`config.mk`:
```
export PLATFORM = sky130hd
export DESIGN_NAME = apb_slave_regfile
export DESIGN_NICKNAME = d
export VERILOG_FILES = /design/src/rtl/apb_slave_regfile.sv
export SDC_FILE = /design/constraint.sdc
export NUM_CORES = 1
export LEC_CHECK = 0
export CELL_PAD_IN_SITES_DETAIL_PLACEMENT = 0
export CELL_PAD_IN_SITES_GLOBAL_PLACEMENT = 1
export CORE_ASPECT_RATIO = 0.8
export CORE_MARGIN = 4
export CORE_UTILIZATION = 42
export CTS_BUF_LIST = sky130_fd_sc_hd__clkbuf_16
export DETAILED_ROUTE_END_ITERATION = 7
export PLACE_DENSITY = 0.78
export SETUP_SLACK_MARGIN = 0.1
export SLEW_MARGIN = 5
export SYNTH_ARGS = -nofsm -noshare
export SYNTH_HDL_FRONTEND = slang
export SYNTH_SLANG_ARGS = --single-unit
```
`constraint.sdc`:
```
create_clock -name pclk -period 1.55 [get_ports pclk]
set_input_delay 0.31 -clock pclk [delete_from_list [all_inputs] [get_ports pclk]]
set_output_delay 0.31 -clock pclk [all_outputs]
set_load 0.02 [all_outputs]
```
`src/rtl/apb_slave_regfile.sv`:
```
// APB slave with a 16 x 8-bit register file, programmable wait states and
// address / read-only / data-range error reporting through PSLVERR and err.

package apb_pkg;
    localparam int ADDR_WIDTH = 4;
    localparam int DATA_WIDTH = 8;

    typedef enum logic [1:0] {
        SLAVE_IDLE  = 2'd0,
        SLAVE_WRITE = 2'd1,
        SLAVE_READ  = 2'd2
    } apb_slave_state_t;

    typedef struct packed {
        logic addr_err;
        logic addv_err;
        logic data_err;
    } apb_error_t;
endpackage

module apb_slave_regfile
    import apb_pkg::*;
#(
    parameter int                    WAIT_STATES = 1,
    parameter int                    MEM_DEPTH   = 12,
    parameter logic [DATA_WIDTH-1:0] ID_VALUE    = 8'hA5,
    parameter logic [DATA_WIDTH-1:0] MAX_WDATA   = 8'hF0
) (
    input  logic                  pclk,
    input  logic                  preset,
    input  logic                  psel,
    input  logic                  penable,
    input  logic                  pwrite,
    input  logic [ADDR_WIDTH-1:0] paddr,
    input  logic [DATA_WIDTH-1:0] pwdata,
    output logic [DATA_WIDTH-1:0] prdata,
    output logic                  pready,
    output logic                  pslverr,
    output logic [2:0]            err
);

    localparam int                  NUM_ENTRIES = 2 ** ADDR_WIDTH;
    localparam logic [ADDR_WIDTH:0] DEPTH_LIMIT = (ADDR_WIDTH + 1)'(MEM_DEPTH);
    localparam logic [2:0]          WAIT_INIT   = 3'(WAIT_STATES);

    apb_slave_state_t      state_q, state_d;
    logic [2:0]            wait_cnt_q, wait_cnt_d;
    logic [ADDR_WIDTH-1:0] addr_q, addr_d;
    logic [DATA_WIDTH-1:0] wdata_q, wdata_d;
    logic [DATA_WIDTH-1:0] prdata_q, prdata_d;
    apb_error_t            pend_q, pend_d;
    apb_error_t            err_q, err_d;
    logic [DATA_WIDTH-1:0] mem_q [NUM_ENTRIES];
    logic [DATA_WIDTH-1:0] mem_d [NUM_ENTRIES];

    apb_error_t            setup_err;
    logic [DATA_WIDTH-1:0] setup_rdata;

    // Error flags and read data are resolved from the setup-phase inputs.
    always_comb begin
        setup_err          = '0;
        setup_err.addr_err = ({1'b0, paddr} >= DEPTH_LIMIT);
        setup_err.addv_err = pwrite && (paddr == '0);
        setup_err.data_err = pwrite && (pwdata > MAX_WDATA);
        if (paddr == '0) begin
            setup_rdata = ID_VALUE;
        end else if (setup_err.addr_err) begin
            setup_rdata = '0;
        end else begin
            setup_rdata = mem_q[paddr];
        end
    end

    always_comb begin
        state_d    = state_q;
        wait_cnt_d = wait_cnt_q;
        addr_d     = addr_q;
        wdata_d    = wdata_q;
        prdata_d   = prdata_q;
        pend_d     = pend_q;
        err_d      = err_q;
        mem_d      = mem_q;
        case (state_q)
            SLAVE_IDLE: begin
                if (psel && !penable) begin
                    state_d    = pwrite ? SLAVE_WRITE : SLAVE_READ;
                    addr_d     = paddr;
                    wdata_d    = pwdata;
                    wait_cnt_d = WAIT_INIT;
                    pend_d     = setup_err;
                    if (!pwrite) begin
                        prdata_d = setup_rdata;
                    end
                end
            end
            SLAVE_WRITE, SLAVE_READ: begin
                if (!psel) begin
                    state_d = SLAVE_IDLE;
                end else if (penable) begin
                    if (wait_cnt_q != 3'd0) begin
                        wait_cnt_d = wait_cnt_q - 3'd1;
                    end else begin
                        // Completion: only an error-free write touches the array.
                        state_d = SLAVE_IDLE;
                        err_d   = pend_q;
                        if ((state_q == SLAVE_WRITE) && (pend_q == '0)) begin
                            mem_d[addr_q] = wdata_q;
                        end
                    end
                end
            end
            default: state_d = SLAVE_IDLE;
        endcase
    end

    always_ff @(posedge pclk) begin
        if (preset) begin
            state_q    <= SLAVE_IDLE;
            wait_cnt_q <= '0;
            addr_q     <= '0;
            wdata_q    <= '0;
            prdata_q   <= '0;
            pend_q     <= '0;
            err_q      <= '0;
            mem_q      <= '{default: '0};
        end else begin
            state_q    <= state_d;
            wait_cnt_q <= wait_cnt_d;
            addr_q     <= addr_d;
            wdata_q    <= wdata_d;
            prdata_q   <= prdata_d;
            pend_q     <= pend_d;
            err_q      <= err_d;
            mem_q      <= mem_d;
        end
    end

    assign pready  = (state_q != SLAVE_IDLE) && psel && penable && (wait_cnt_q == 3'd0);
    assign pslverr = pready && (|pend_q);
    assign prdata  = prdata_q;
    assign err     = err_q;

endmodule

```
## After elaboration in Yosys (flattened, before gate mapping)

Cells that the tools add are included.

| word-level totals | value |
|---|---|
| input port bits | 17 |
| memory bits (read-only) | 0 |
| latch bits | 0 |
| memories | 0 |
| output and inout bits | 13 |
| RAM bits | 0 |
| register bits after elaboration | 159 |

| cells by class | value |
|---|---|
| add/sub/neg operators | 1 |
| reductions and logical operators | 25 |
| shifts and indexed selects | 0 |
| equality and inequality tests | 8 |
| divide/modulo/power cells | 0 |
| multiply operators | 0 |
| multiplexer cells | 19 |
| bitwise logic cells | 4 |
| $lt $le $gt $ge | 5 |

Operators with widths:

| kind | number |
|---|---|
| bitwise mux 128 bit | 1 |
| two-way mux 8 bit | 5 |
| binary-select mux 8 bit (select 4 bit) | 1 |
| demux 8 bit (select 4 bit) | 1 |
| two-way mux 3 bit | 4 |
| >= comparator 5 bit (second input constant) | 2 |
| two-way mux 2 bit | 5 |
| inverter 4 -> 5 bit | 2 |
| AND reduction 5 bit | 2 |
| logical AND 1 bit | 9 |
| greater-than comparator 8 bit (second input constant) | 1 |
| inequality test 2 bit (second input constant) | 4 |
| logical NOT 3 bit | 2 |
| inequality test 3 bit (second input constant) | 2 |
| case mux 3 bit (2 select lines) | 1 |
| AND reduction 3 bit | 2 |
| less-than comparator 5 x 1 -> 1 bit (second input constant) | 1 |
| >= comparator 4 bit (second input constant) | 1 |
| logical NOT 4 bit | 1 |
| case mux 2 bit (2 select lines) | 1 |
| AND reduction 4 bit | 1 |
| nonzero test 2 bit | 2 |
| nonzero test 3 bit | 1 |
| OR reduction 3 bit | 1 |
| other kinds (8) | 9 |

## Depth between registers and ports, before layout

Gate-level depths: netlist of the first run.

| logic depth | value |
|---|---|
| depth in word-level cells | 6 |
| mapped depth | 8 |
| mapped depth without buffers | 6 |

## Worst setup path after synthesis of the first run

OpenSTA, ideal clock, no wires.

| path | value |
|---|---|
| path type | register to output |
| start | register wait_cnt_q[0] |
| end | output pslverr |
| arrival time | 1.568 ns |
| slack | -0.328 ns |
| data required time | 1.240 ns |
| stages on the path, launching flop included | 6 |
| path through | dfxtp_1 -> inv_1 -> ha_1 -> nand3b_1 -> nor3_1 -> o31a_1 |

| on the way | value |
|---|---|
| cells in the longest elaborated chain, start to end | 3 |

RTL lines:

| what | line | text |
|---|---|---|
| start: declaration | 47 | `logic [2:0] wait_cnt_q, wait_cnt_d;` |
| start signal: assignment | 128 | `wait_cnt_q <= wait_cnt_d;` |
| logical NOT 3 bit | 138 | `assign pready = (state_q != SLAVE_IDLE) && psel && penable && (wait_cnt_q == 3'd0);` |
| logical AND 1 bit | 138 |  |
| named net pready | 37 | `output logic pready,` |
| logical AND 1 bit | 139 | `assign pslverr = pready && (\|pend_q);` |
| end: declaration | 38 | `output logic pslverr,` |

The timed path passes the listed nets, and every way through them passes these cells.

## Worst setup path in the final report of the first run

| path | value |
|---|---|
| start | register wait_cnt_q[0] |
| end | output pslverr |

| on the way | value |
|---|---|
| cells in the longest elaborated chain, start to end | 3 |

RTL lines:

| what | line |
|---|---|
| logical NOT 3 bit | 138 |
| logical AND 1 bit | 138 |
| logical AND 1 bit | 139 |

No other way between the ends.

==> results.json, run 1 <==
{
  "rows": 38,
  "holdPathStages": 2,
  "clock_skew_ns": 0.01289,
  "seq_area_frac_synth_pct": 42.31,
  "clock_latency_ns": 0.41,
  "cts_tree": "yes",
  "route.vias.total": 4460,
  "hp-start": "preset",
  "root_buffer": "clkbuf_16",
  "async_flop_share_pct": 0,
  "synth_enable_flop_cells": 0,
  "first_pass_iters": 5,
  "wl_per_cell_microns": 17.40,
  "ios": 30,
  "antenna_found_initial": 0,
  "p_leak_nw": 3.489,
  "hold_ws_ns": 0.3216,
  "avgSynthCellArea_sq_um": 9.880,
  "grt_start_max_net_pins": 38,
  "hpwl_mm": 10.12,
  "h-tree-depth": 4,
  "synth.net_count": 610,
  "cp_max_fo": 4,
  "dieArea_sq_um": 15810,
  "drive_gt1_share_pct": 25.46,
  "grt_pass1_vias": 4537,
  "r2r_setup_slack_ns": -0.27,
  "final_util_pct": 55.39,
  "synth-seq-cells": 123,
  "setup_slack_ns": -0.2873,
  "syn-cell-area_sq_um": 5819,
  "regToRegEndpoint": "mem_q[41]",
  "violations": "negative setup slack",
  "grt_pass1_wl_mm": 24.09,
  "synthFlopType": "dfxtp_1",
  "design.core.area_sq_um": 13550,
  "final_cell_mix": "mux2i_1 (122), dfxtp_1 (119), nor2_1 (107), buf_4 (38), nand2_1 (30)",
  "vias_per_cell": 5.361,
  "n_fill_cell": 1174,
  "fin_crit_ns": 1.837,
  "drc_errors": 0,
  "rsz0062_at_grt": "true",
  "areaGrowthSynthToFinish_pct": 28.98,
  "drt.antenna.violating_nets": 0,
  "hold_viol": 0,
  "globalplace.congestion": 0.8037,
  "drtIter0Drc": 299,
  "numCtsBuffers": 17,
  "power_w": 0.007891,
  "die_y_microns": 113.3,
  "cp-start-kind": "flip-flop",
  "slew_violations": 0,
  "ys.warnings.count": 0,
  "reg2reg_depth": 8,
  "grt.overflow.total": 0,
  "peakVddDrop_v": 0.0008342,
  "end_kind": "primary output",
  "tightest_slew_ns": 0.6122,
  "hp-class": "in -> reg",
  "final_common_cell": "mux2i_1",
  "outcome": "finished, violations left",
  "crit_required_ns": 1.24,
  "die_w_microns": 139.6,
  "power.density_nw_per_um2": 1051,
  "ys_types": 46,
  "multi_input_area_sq_um": 3301,
  "finalCritPeriodShare_pct": 118.5,
  "routed_wl_mm": 14.48,
  "cp_data_arrival_time_ns": 1.53,
  "clock_sinks": 123,
  "regToRegStartpoint": "state_q[1]",
  "grtUsageTotal_pct": 19.24,
  "cts.reportedPaths.clkPinSlew_ns": 0.06,
  "finalSetupViolCount": 95,
  "nNetsFinal": 660,
  "clk_path_buf_depth": 2,
  "slew_headroom_pct": 59.13,
  "max_freq_mhz": 544.3,
  "hold_end": "mem_q[115]",
  "start_util_pct": 42.95,
  "critPathKind": "reg -> out",
  "setup.worst_path.start": "wait_cnt_q[0]",
  "layout.area.seq_sq_um": 2467,
  "diodes": 0,
  "io_buffers": 29,
  "syn_inst": 589,
  "setup-tns-final_ns": -19.09,
  "maxCapViolations": 0
}
-- final cells by class --
class,instances,area share (%)
clock inverters,15,2.084
flip-flops and latches,123,32.87
repair buffers,88,12.10
well taps,180,3.000
inverters,6,0.3000
clock buffers,17,5.668
multi-input cells,403,43.97
-- kinds of logic (layout without fill, tap and decap cells) --
logic type | after synthesis | after routing | share of synthesized area, %
muxes | 131 | 131 | 24.25
and+or+nand+nor | 210 | 210 | 20.23
adders and majority gates | 4 | 4 | 0.8601
AOI/OAI and AO/OA | 58 | 58 | 6.407
DFF | 123 | 123 | 42.31
buffers and inverters | 63 | 126 | 5.934
-- state kept, by name, indices dropped and copies added (netlist names) --
name and flops:
mem_q 92, prdata 8, wdata_q 8, addr_q 4, err 3, pend_q 3
wait_cnt_q 3, state_q 2
-- power breakdown --
part | leakage [nW] | total [W] | internal, W | switching (W)
Combinational | 2.22 | 0.000723 | 0.000343 | 0.000381
Clock | 0.278 | 0.00389 | 0.00249 | 0.00140
Sequential | 0.995 | 0.00328 | 0.00320 | 0.0000816
-- worst max-delay path: stages, from the launching register on --
cell	delay, ns
dfxtp_2	0.32
inv_2	0.07
ha_4	0.16
nand3b_1	0.13
nor3_4	0.15
o31a_1	0.17
buf_6	0.12
-- metal layers --
layer / wire length, microns / track usage, %
met1: 6982 / 26.55
met2: 6797 / 30.10
met3: 516 / 4.816
met4: 180 / 5.617
met5: 0 / 0
-- synthesized netlist by cell type, types with 2 or more instances --
cell type,n,area [sq um]
nor2_1,111,416.7
and4b_1,2,20.02
nand4_2,6,75.07
buf_2,5,25.02
clkbuf_1,36,135.1
ha_1,4,50.05
nand3_1,3,15.01
nand3b_1,7,52.55
dfxtp_1,123,2462
nor4_1,6,37.54
nor4b_2,5,75.07
a21oi_1,28,140.1
buf_4,7,52.55
nand2b_1,7,43.79
mux2i_1,123,1231
nand4_4,6,127.6
a22oi_1,5,37.54
a221oi_1,5,43.79
buf_8,2,30.03
nor2b_1,2,12.51
nand2_1,31,116.4
nor3_1,11,55.05
and4bb_2,5,62.56
a311oi_1,4,35.03
buf_6,5,56.30
mux4_2,8,180.2
and2_1,2,12.51
o21ai_0,7,35.03
inv_1,6,22.52
-- how the worst max path moves through the flow --
stage                 end
3_3_place_gp      pslverr
2_1_floorplan  mem_q[112]
3_5_place_dp      pslverr
6_report          pslverr
4_1_cts         mem_q[41]
5_1_grt           pslverr
-- metrics by stage --
step                setup WS, ns  cell area [sq um]  cells
floorplan               -0.05804               5934    589
global placement         -0.6060               6631    795
detailed placement       -0.6030               6631    795
CTS                      -0.3220               7471    833
global route             -0.4104               7506    832
finish                   -0.2873               7506    832
-- repair_timing --
action	CTS	global route
endpoints found under the setup margin	122	130
hold buffers	0	0
gates cloned	2	0
gates resized for setup	66	25
endpoints found under the hold margin	0	0
pin swaps	25	24
setup buffers	5	1
(Power assumes the default switching activity.)
==> inputs of run 2 (changes only) <==
PLACE_DENSITY = 0.8   (was 0.78)
SETUP_SLACK_MARGIN = not set   (was 0.1)
==> results.json, run 2 (synthesis results as in run 1) <==
{
  "root_buffer": "clkbuf_16",
  "largest_register": "mem_q",
  "grt.overflow.total": 0,
  "rows": 38,
  "hold_ws_ns": 0.3640,
  "route.vias.total": 4529,
  "io_buffers": 29,
  "cts.reportedPaths.clkPinSlew_ns": 0.05,
  "end_kind": "primary output",
  "vias_per_cell": 5.398,
  "critPathKind": "reg -> out",
  "p_comb_share_pct": 9.7,
  "drt.antenna.violating_nets": 0,
  "p_leak_nw": 3.560,
  "numCtsBuffers": 17,
  "wl_met2_mm": 7.252,
  "die_w_microns": 139.6,
  "antenna_found_initial": 0,
  "first_pass_iters": 5,
  "wl_met1_mm": 6.824,
  "h-tree-depth": 4,
  "design.core.area_sq_um": 13550,
  "drtIter0Drc": 315,
  "wl_per_cell_microns": 17.60,
  "hp-class": "in -> reg",
  "hpwl_mm": 10.07,
  "areaGrowthSynthToFinish_pct": 31.28,
  "final_util_pct": 56.38,
  "drc_errors": 0,
  "p_seq_share_pct": 42.9,
  "top_layer_used": "met4",
  "routed_wl_mm": 14.77,
  "maxCapViolations": 0,
  "die_y_microns": 113.3,
  "hold_viol": 0,
  "start_util_pct": 42.95,
  "power.density_nw_per_um2": 1000,
  "cp_max_fo": 2,
  "finalSetupViolCount": 98,
  "globalplace.congestion": 0.7892,
  "nNetsFinal": 668,
  "slew_violations": 0,
  "setup_slack_ns": -0.2895,
  "slew_headroom_pct": 56.89,
  "ios": 30,
  "outcome": "finished, violations left",
  "rsz0062_at_grt": "true",
  "crit_required_ns": 1.24,
  "clk_path_buf_depth": 2,
  "wl_met3_microns": 523,
  "max_freq_mhz": 543.6,
  "diodes": 0,
  "clock_skew_ns": 0.007965,
  "final_cell_mix": "mux2i_1 (119), dfxtp_1 (119), nor2_1 (108), buf_4 (36), nand2_1 (30)",
  "crit_path_max_incr_delay_ns": 0.32,
  "finalCritPeriodShare_pct": 118.7,
  "dieArea_sq_um": 15810,
  "power.switching_w": 0.001800,
  "clock_latency_ns": 0.42,
  "grtUsageTotal_pct": 19.04,
  "crit_slowest_cell": "dfxtp_2",
  "clockPowerShare_pct": 47.4,
  "cts_tree": "yes",
  "fin_crit_ns": 1.839,
  "grt_pass1_vias": 4574,
  "switching_share_pct": 23.56,
  "drive_gt1_share_pct": 25.49,
  "cp-start-kind": "flip-flop",
  "peakVddDrop_v": 0.0008192,
  "grt_start_max_net_pins": 42,
  "largest_register_ffs": 92,
  "violations": "negative setup slack",
  "cp_data_arrival_time_ns": 1.53,
  "cp_cell_sequence": "inv_2 > ha_4 > nand3b_1 > nor3_4 > o31a_1 > buf_6",
  "clock_sinks": 123,
  "tightest_slew_ns": 0.6457,
  "intPower_w": 0.005840,
  "grt_pass1_wl_mm": 23.84
}
==> run 2: cell types whose count changed in the layout (fill, tap and decap cells not counted), moves of 3 or more <==
cell and change:
buf_6 +4, clkbuf_2 -4, mux2i_1 -3, dlygate4sd2_1 +6, buf_12 +5, nor3_4 +3
clkinv_1 +3, nor2_2 +3, nor2_4 -4, mux2i_2 +3
==> run 2: area by class of cell <==
type                    count  area, sq um
clock buffers              17        425.4
multi-input cells         403         3332
inverters                   6        25.02
flip-flops and latches    123         2467
fillers                  1139         5911
clock inverters            14        112.6
repair buffers             96         1052
well taps                 180        225.2
==> run 2: critical path, delay by kind of cell, from the launching register on <==
kind / cells / cell delay, ns
AO/OA/AOI/OAI: 1 / 0.18
adder cells (fa/ha/maj): 1 / 0.14
buffers and inverters: 2 / 0.19
flip-flops: 1 / 0.32
AND/OR/NAND/NOR: 2 / 0.30
==> run 2: stage by stage <==
step | TNS, ns | cell area, sq um | setup WS (ns) | cells | power (W)
2_1_floorplan | -2.889 | 5867 | -0.04288 | 589 | 0.003709
3_3_place_gp | -41.71 | 6626 | -0.5871 | 797 | 0.003940
4_1_cts | -19.72 | 7477 | -0.3405 | 835 | 0.007652
3_5_place_dp | -45.22 | 6626 | -0.6272 | 797 | 0.003954
6_report | -16.14 | 7640 | -0.2895 | 839 | 0.007640
5_1_grt | -24.81 | 7640 | -0.3928 | 839 | 0.007935
==> run 2: final timing paths <==
check                     start         end  slack [ns]  depth (start not counted)
hold / removal           preset  mem_q[112]        0.36                          2
setup reg to reg     state_q[1]  mem_q[108]       -0.24                          9
hold reg to reg       mem_q[32]   mem_q[32]        0.49                          2
setup / recovery  wait_cnt_q[0]     pslverr       -0.29                          6
==> run 2: per-layer routing <==
layer | global-route usage, % | vias to the layer above
li1 | - | 2194
met1 | 24.55 | 2246
met2 | 32.07 | 72
met3 | 4.774 | 17
met4 | 5.100 | 0
met5 | 0 | -
==> run 2: power groups by stage <==
stage / clock (W) / sequential [W] / combinational, W
2_1_floorplan: 0 / 0.00329 / 0.000415
3_3_place_gp: 0 / 0.00333 / 0.000606
3_5_place_dp: 0 / 0.00334 / 0.000616
4_1_cts: 0.00368 / 0.00327 / 0.000697
5_1_grt: 0.00387 / 0.00328 / 0.000790
6_report: 0.00362 / 0.00328 / 0.000739
==> run 2: timing repair <==
item | 4_1_cts | 5_1_grt
pin swaps | 24 | 26
hold buffers | 0 | 0
cloned | 2 | 0
buffers inserted | 7 | 7
endpoints found under the setup margin | 121 | 114
gates resized for setup | 70 | 33
hold endpoints to repair | 0 | 0
